[config.mk]
export PLATFORM = sky130hd
export DESIGN_NAME = sha256_msg_padder_flat
export DESIGN_NICKNAME = d
export VERILOG_FILES = /design/src/rtl/sha256_pkg.sv /design/src/rtl/sha256_msg_padder_if.sv /design/src/rtl/sha256_blk_buf.sv /design/src/rtl/sha256_msg_padder.sv /design/src/flat_wrapper.sv
export SDC_FILE = /design/constraint.sdc
export NUM_CORES = 1
export LEC_CHECK = 0
export CORE_AREA = 2 2 235 237
export DETAILED_ROUTE_END_ITERATION = 10
export DIE_AREA = 0 0 237 239
export PLACE_DENSITY_LB_ADDON = 0.08
export SLEW_MARGIN = 5
export SYNTH_ARGS = -nofsm -noshare
export SYNTH_HDL_FRONTEND = slang
export SYNTH_SLANG_ARGS = --single-unit
[constraint.sdc]
create_clock -name clk -period 5.35 [get_ports clk]
set_input_delay 0.8025 -clock clk [delete_from_list [all_inputs] [get_ports clk]]
set_output_delay 0.8025 -clock clk [all_outputs]
set_load 0.02 [all_outputs]
[src/rtl/sha256_pkg.sv]
// Shared SHA-256 types and constants used by the message padder and its block buffer.
package sha256_pkg;

  typedef logic [511:0] sha256_block_t;

  localparam int          SHA256_WORDS_PER_BLOCK = 16;
  localparam logic [31:0] SHA256_PAD_WORD        = 32'h8000_0000;

  typedef enum logic [1:0] {
    PAD_IDLE,
    PAD_FILL,
    PAD_EMIT,
    PAD_DONE
  } pad_state_t;

endpackage

[src/rtl/sha256_msg_padder_if.sv]
// Block stream from the padder to the compression core (valid/ready with first/last tags).
interface sha256_msg_padder_if;

  logic                      blk_valid;
  logic                      blk_ready;
  sha256_pkg::sha256_block_t blk_data;
  logic                      blk_first;
  logic                      blk_last;

  modport master (output blk_valid, blk_data, blk_first, blk_last, input blk_ready);
  modport slave  (input blk_valid, blk_data, blk_first, blk_last, output blk_ready);

endinterface

[src/rtl/sha256_blk_buf.sv]
// 16 x 32-bit write-indexed block buffer; word 0 appears in the top bits of the packed output.
module sha256_blk_buf
  import sha256_pkg::*;
(
  input  logic          clk,
  input  logic          reset_n,
  input  logic          clear,
  input  logic          we,
  input  logic [3:0]    widx,
  input  logic [31:0]   wdata,
  output sha256_block_t data
);

  logic [31:0] words [SHA256_WORDS_PER_BLOCK];

  // NOTE: the storage is reset (not left uninitialised) because blk_data must read zero out of reset;
  // sequential state is written with non-blocking assignments only.
  always_ff @(posedge clk or negedge reset_n) begin
    if (!reset_n) begin
      for (int i = 0; i < SHA256_WORDS_PER_BLOCK; i++) words[i] <= '0;
    end else if (clear) begin
      for (int i = 0; i < SHA256_WORDS_PER_BLOCK; i++) words[i] <= '0;
    end else if (we) begin
      words[widx] <= wdata;
    end
  end

  always_comb begin
    data = '0;
    for (int i = 0; i < SHA256_WORDS_PER_BLOCK; i++) data[511-32*i -: 32] = words[i];
  end

endmodule

[src/rtl/sha256_msg_padder.sv]
// Reads a word-aligned message from memory and emits SHA-256 padded 512-bit blocks.
// Optional build macro SHA256_PAD_BSWAP_EN byte-reverses every word fetched from memory.
module sha256_msg_padder
  import sha256_pkg::*;
#(
  parameter int ADDR_W = 16,
  parameter int LEN_W  = 16
) (
  input  logic                 clk,
  input  logic                 reset_n,
  input  logic                 start,
  input  logic [ADDR_W-1:0]    message_addr,
  input  logic [LEN_W-1:0]     msg_words,
  output logic                 mem_clk,
  output logic                 mem_we,
  output logic [ADDR_W-1:0]    mem_addr,
  input  logic [31:0]          mem_read_data,
  sha256_msg_padder_if.master  blk,
  output logic                 done
);

  localparam int IDX_W = LEN_W + 1;  // stream index reaches 16B-1, one bit beyond N
  localparam int BLK_W = LEN_W - 3;

  pad_state_t        state, state_nx;
  logic [ADDR_W-1:0] base_q, addr_q;
  logic [LEN_W-1:0]  n_q;
  logic [BLK_W-1:0]  blk_idx, last_blk;
  logic [4:0]        issue_cnt;
  logic              wr_pend, wr_from_mem;
  logic [3:0]        wr_slot;
  logic [31:0]       wr_const, stream_const, mem_word, len_word;
  logic [IDX_W-1:0]  j, n_ext;
  logic              issuing, rd_mem, fill_done, handshake, is_last, launch;

  assign mem_clk = clk;
  assign mem_we  = 1'b0;

`ifdef SHA256_PAD_BSWAP_EN
  assign mem_word = {mem_read_data[7:0], mem_read_data[15:8], mem_read_data[23:16], mem_read_data[31:24]};
`else
  assign mem_word = mem_read_data;
`endif

  assign n_ext     = {1'b0, n_q};
  assign last_blk  = BLK_W'((n_ext + IDX_W'(2)) >> 4);
  assign len_word  = 32'({n_q, 5'd0});
  assign j         = {blk_idx, issue_cnt[3:0]};
  assign launch    = (state == PAD_IDLE) && start;
  assign issuing   = (state == PAD_FILL) && !issue_cnt[4];
  assign rd_mem    = issuing && (j < n_ext);
  assign fill_done = (state == PAD_FILL) && wr_pend && (wr_slot == 4'd15);
  assign is_last   = (blk_idx == last_blk);
  assign handshake = (state == PAD_EMIT) && blk.blk_ready;

  // Address is held after the last read so it stays frozen while a block waits for the consumer.
  assign mem_addr = rd_mem ? base_q + ADDR_W'(j) : addr_q;

  // NOTE: every variable assigned in always_comb gets a default first, so no latch is inferred.
  always_comb begin
    stream_const = '0;
    if (j == n_ext)                               stream_const = SHA256_PAD_WORD;
    else if (is_last && issue_cnt[3:0] == 4'd15)  stream_const = len_word;
  end

  always_comb begin
    state_nx = state;
    case (state)
      PAD_IDLE: if (start)     state_nx = PAD_FILL;
      PAD_FILL: if (fill_done) state_nx = PAD_EMIT;
      PAD_EMIT: if (blk.blk_ready) state_nx = is_last ? PAD_DONE : PAD_FILL;
      PAD_DONE: state_nx = PAD_IDLE;
      default:  state_nx = PAD_IDLE;
    endcase
  end

  always_ff @(posedge clk or negedge reset_n) begin
    if (!reset_n) state <= PAD_IDLE;
    else          state <= state_nx;
  end

  // Every word, memory or constant, passes one register stage so the buffer needs a single write port.
  always_ff @(posedge clk or negedge reset_n) begin
    if (!reset_n) begin
      base_q      <= '0;
      addr_q      <= '0;
      n_q         <= '0;
      blk_idx     <= '0;
      issue_cnt   <= '0;
      wr_pend     <= 1'b0;
      wr_from_mem <= 1'b0;
      wr_slot     <= '0;
      wr_const    <= '0;
    end else begin
      addr_q      <= mem_addr;
      wr_pend     <= issuing;
      wr_from_mem <= rd_mem;
      wr_slot     <= issue_cnt[3:0];
      wr_const    <= stream_const;
      if (launch) begin
        base_q    <= message_addr;
        n_q       <= msg_words;
        blk_idx   <= '0;
        issue_cnt <= '0;
      end else if (issuing) begin
        issue_cnt <= issue_cnt + 5'd1;
      end else if (handshake && !is_last) begin
        blk_idx   <= blk_idx + BLK_W'(1);
        issue_cnt <= '0;
      end
    end
  end

  sha256_blk_buf u_buf (
    .clk     (clk),
    .reset_n (reset_n),
    .clear   (launch),
    .we      (wr_pend),
    .widx    (wr_slot),
    .wdata   (wr_from_mem ? mem_word : wr_const),
    .data    (blk.blk_data)
  );

  assign blk.blk_valid = (state == PAD_EMIT);
  assign blk.blk_first = (state == PAD_EMIT) && (blk_idx == '0);
  assign blk.blk_last  = (state == PAD_EMIT) && is_last;
  assign done          = (state == PAD_DONE);

endmodule

[src/flat_wrapper.sv]
// flat-port wrapper written by rule: the top's interface ports become plain ports
module sha256_msg_padder_flat import sha256_pkg::*;
#(
  parameter int ADDR_W = 16,
  parameter int LEN_W  = 16
)
  (clk, reset_n, start, message_addr, msg_words, mem_clk, mem_we, mem_addr, mem_read_data, done, blk_blk_valid, blk_blk_data, blk_blk_first, blk_blk_last, blk_blk_ready);
  sha256_msg_padder_if blk_i ();
  input  logic clk;
  input  logic reset_n;
  input  logic start;
  input  logic [ADDR_W-1:0] message_addr;
  input  logic [LEN_W-1:0] msg_words;
  output logic mem_clk;
  output logic mem_we;
  output logic [ADDR_W-1:0] mem_addr;
  input  logic [31:0] mem_read_data;
  output logic done;
  output wire logic [$bits(blk_i.blk_valid)-1:0] blk_blk_valid;
  output wire logic [$bits(blk_i.blk_data)-1:0] blk_blk_data;
  output wire logic [$bits(blk_i.blk_first)-1:0] blk_blk_first;
  output wire logic [$bits(blk_i.blk_last)-1:0] blk_blk_last;
  input wire logic [$bits(blk_i.blk_ready)-1:0] blk_blk_ready;
  assign blk_blk_valid = blk_i.blk_valid;
  assign blk_blk_data = blk_i.blk_data;
  assign blk_blk_first = blk_i.blk_first;
  assign blk_blk_last = blk_i.blk_last;
  assign blk_i.blk_ready = blk_blk_ready;
  sha256_msg_padder #(.ADDR_W(ADDR_W), .LEN_W(LEN_W)) u_core (.clk(clk), .reset_n(reset_n), .start(start), .message_addr(message_addr), .msg_words(msg_words), .mem_clk(mem_clk), .mem_we(mem_we), .mem_addr(mem_addr), .mem_read_data(mem_read_data), .blk(blk_i), .done(done));
endmodule
==> impl_metrics.py <==
metrics = {
    "timing": {
        "hold_viol": 1,
        "slew_headroom_pct": 14.21,
        "slew_violations": 0,
        "timing.fmax_ghz": 0.2013,
        "setup_violations": 0,
        "rsz0062_at_grt": "false",
        "whs_ps": -0.2519,
        "post-route-min-period_ps": 4967,
        "fin_crit_sh_pct": 92.85,
        "worst_pin_slew_ps": 1287,
        "fin_skew_ps": 30.45,
        "tns_ps": 0,
    },
    "pwr": {
        "leakage_uw": 0.01424,
        "power_uw": 22420,
        "irDropWorstVdd_mv": 0.5731,
        "power_per_cell_area_nw_per_um2": 690.7,
    },
    "die": {
        "fp.dieH_um": 239,
        "core.rowCount": 86,
        "dieWidth_um": 237,
        "die_area_um2": 56640,
        "core_um2": 54340,
        "pin_count": 602,
        "start_util_pct": 43.96,
    },
    "yosys": {
        "synth_mux_area_share_pct": 1.844,
        "synth_top_family_by_area": "simple AND/OR/NAND/NOR gates",
        "yosys.area.top_type_share_pct": 63.17,
        "synth_compound_area_share_pct": 13.68,
        "post-synth-top-area-cell": "dfrtp_1",
        "synth_area_leaders": "dfrtp_1, o21ai_0, nand2_1",
        "synth-simple-area-share_pct": 15.05,
        "syn-cell-area_um2": 23890,
        "synth_seq_cells": 603,
        "synthXorXnorAreaFrac_pct": 0.8800,
        "yosysUniqueCellTypes": 68,
        "synthAdderAreaFrac_pct": 1.865,
        "postSynthCellCount": 2333,
        "syn_nets": 2436,
        "yosysSeqAreaShare_pct": 63.17,
        "yosysWarnings": 0,
        "syn-mean-instance-area_um2": 10.24,
        "synth_edf_count": 0,
        "ys.flop_type": "dfrtp_1",
        "ys_async_sr_fraction_pct": 100.0,
    },
    "placed_design": {
        "place_inst": 3479,
        "routabilityCongestion": 0.8657,
        "dp_hpwl_um": 59860,
        "port_buffers": 600,
    },
    "detailed_routing": {
        "antenna_left": 0,
        "drc": 0,
        "first_pass_iters": 5,
        "via_per_inst": 5.623,
        "wl_per_cell_um": 24.46,
        "wirelength_um": 87960,
        "drtIter0Drc": 1556,
        "vias": 20220,
    },
    "setup_path": {
        "critical_path_class": "flop to primary output",
        "crit_path_start_kind": "flop",
        "worst_r2r_path_depth": 8,
        "regToRegStartpoint": "u_core.n_q[7]",
        "cp_data_required_time_ps": 4550,
        "endpoint_kind": "primary output",
        "crit_fanout": 7,
        "r2r-end": "u_core.blk_idx[0]",
        "regToRegSetupSlack_ps": 2250,
        "worstPathArrival_ps": 4160,
    },
    "finish": {
        "layout_common_cells": "dfrtp_1, clkdlybuf4s50_1, o21ai_0",
        "stdcell_count": 3596,
        "final_common_cell": "dfrtp_1",
        "drive_gt1_share_pct": 5.813,
        "areaGrowthSynthToFinish_pct": 35.86,
        "nNetsFinal": 2944,
    },
    "cts": {
        "cts_tree": "built",
        "clk_pin_slew_ps": 60,
        "cts_setup_buffers": 0,
        "cts_resized": 0,
        "clk_latency_ps": 760,
        "ctsHoldBuffers": 0,
    },
    "worst_hold_path": {
        "holdCritPathClass": "input port to async pin",
    },
    "grt": {
        "grt_use_total_pct": 30.66,
        "grt_antenna_before_repair": 2,
        "grt_max_degree": 222,
        "grt_pass1_vias": 19810,
        "overflow": 0,
        "grt_pass1_wl_um": 130100,
    },
    "flow_run": {
        "max_cap_violations": 0,
    },
    "status": {
        "violations": "negative hold slack",
        "status": "finished with violations",
    },
}
## critical path, cell delays in order, from the launching register on
cell	delay [ps]
dfrtp_1	460
ha_1	250
inv_1	80
fa_1	220
nor2b_1	70
nor3_1	260
o21ai_0	150
a31oi_1	370
o221ai_1	240
o41ai_1	390
xnor2_1	170
mux2_2	170
clkdlybuf4s50_1	600
## layer usage
layer  part of all wire (%)  track usage (%)
met2                     48            49.60
met4                    3.9            12.41
met1                     40            38.81
met5                      0                0
met3                    8.6            8.961
## sequential cells by signal, summed over array words and instances (netlist names)
| signal | flops |
|---|---|
| u_core.issue_cnt | 5 |
| u_core.wr_from_mem | 1 |
| u_core.wr_slot | 4 |
| u_core.blk_idx | 13 |
| u_core.state | 2 |
| u_core.u_buf.data | 512 |
| u_core.wr_const | 17 |
| u_core.addr_q | 16 |
| u_core.base_q | 16 |
| u_core.wr_pend | 1 |
| u_core.n_q | 16 |
## power breakdown
group          internal (uW)  switching [uW]
Sequential              6360            1140
Combinational           4070            6320
Clock                   2650            1870
Total                  13100            9330
## cell usage after synthesis, types with 3 or more instances
cell and n:
nand2_1 410, and2_1 5, ha_1 34, xnor2_1 17, a21o_1 5, o311ai_0 4, nor3b_1 4, nand3_1 270
o21ai_0 540, nand2b_1 3, buf_1 10, buf_2 4, nand4_1 15, o211ai_1 4, a211oi_1 3, dfrtp_1 603
nor2_1 18, nor3_1 12, o22ai_1 3, o21bai_1 4, a21oi_1 34, or3_1 3, and3_1 3, nor4_1 21
o2111ai_1 3, inv_1 37, mux2i_1 8, mux2_2 32, clkbuf_1 163, xor2_1 7, nor2b_1 9
## final cells by class
| cell class | instances | area, um^2 |
|---|---|---|
| inverters | 37 | 138.9 |
| multi-input cells | 1513 | 7984 |
| clock inverters | 10 | 135.1 |
| clock buffers | 106 | 2017 |
| diodes | 2 | 5.005 |
| repair buffers | 621 | 6203 |
| flip-flops and latches | 603 | 15090 |
| fillers | 4545 | 21890 |
| well taps | 704 | 880.8 |
## metrics by stage
stage	utilization, %	setup WS [ps]	hold slack [ps]	area, um^2
2_1_floorplan	-	1739	441.1	23890
3_3_place_gp	55.76	1046	460.1	30300
3_5_place_dp	55.76	1008	469.0	30300
4_1_cts	59.71	216.0	99.97	32440
5_1_grt	59.72	179.7	61.20	32450
6_report	59.72	382.7	-0.2519	32450
## logic make-up (layout without fill, tap and decap cells)
family,count (synthesis),after routing
simple gates,792,792
compound gates,621,621
flops,603,603
buf+inv,217,774
mux,40,40
fa+ha+maj,35,35
xor+xnor,24,24
other cells,1,3
## worst max-delay path by stage
stage	startpoint	cells after the start	to	slack (ps)
2_1_floorplan	clk	1	mem_clk	1740
3_3_place_gp	u_core.blk_idx[1]	10	mem_addr[15]	1050
3_5_place_dp	u_core.blk_idx[1]	10	mem_addr[15]	1010
4_1_cts	u_core.blk_idx[1]	10	mem_addr[15]	220
5_1_grt	u_core.issue_cnt[0]	12	mem_addr[14]	180
6_report	u_core.issue_cnt[0]	12	mem_addr[14]	380
(Power assumes the default switching activity.)
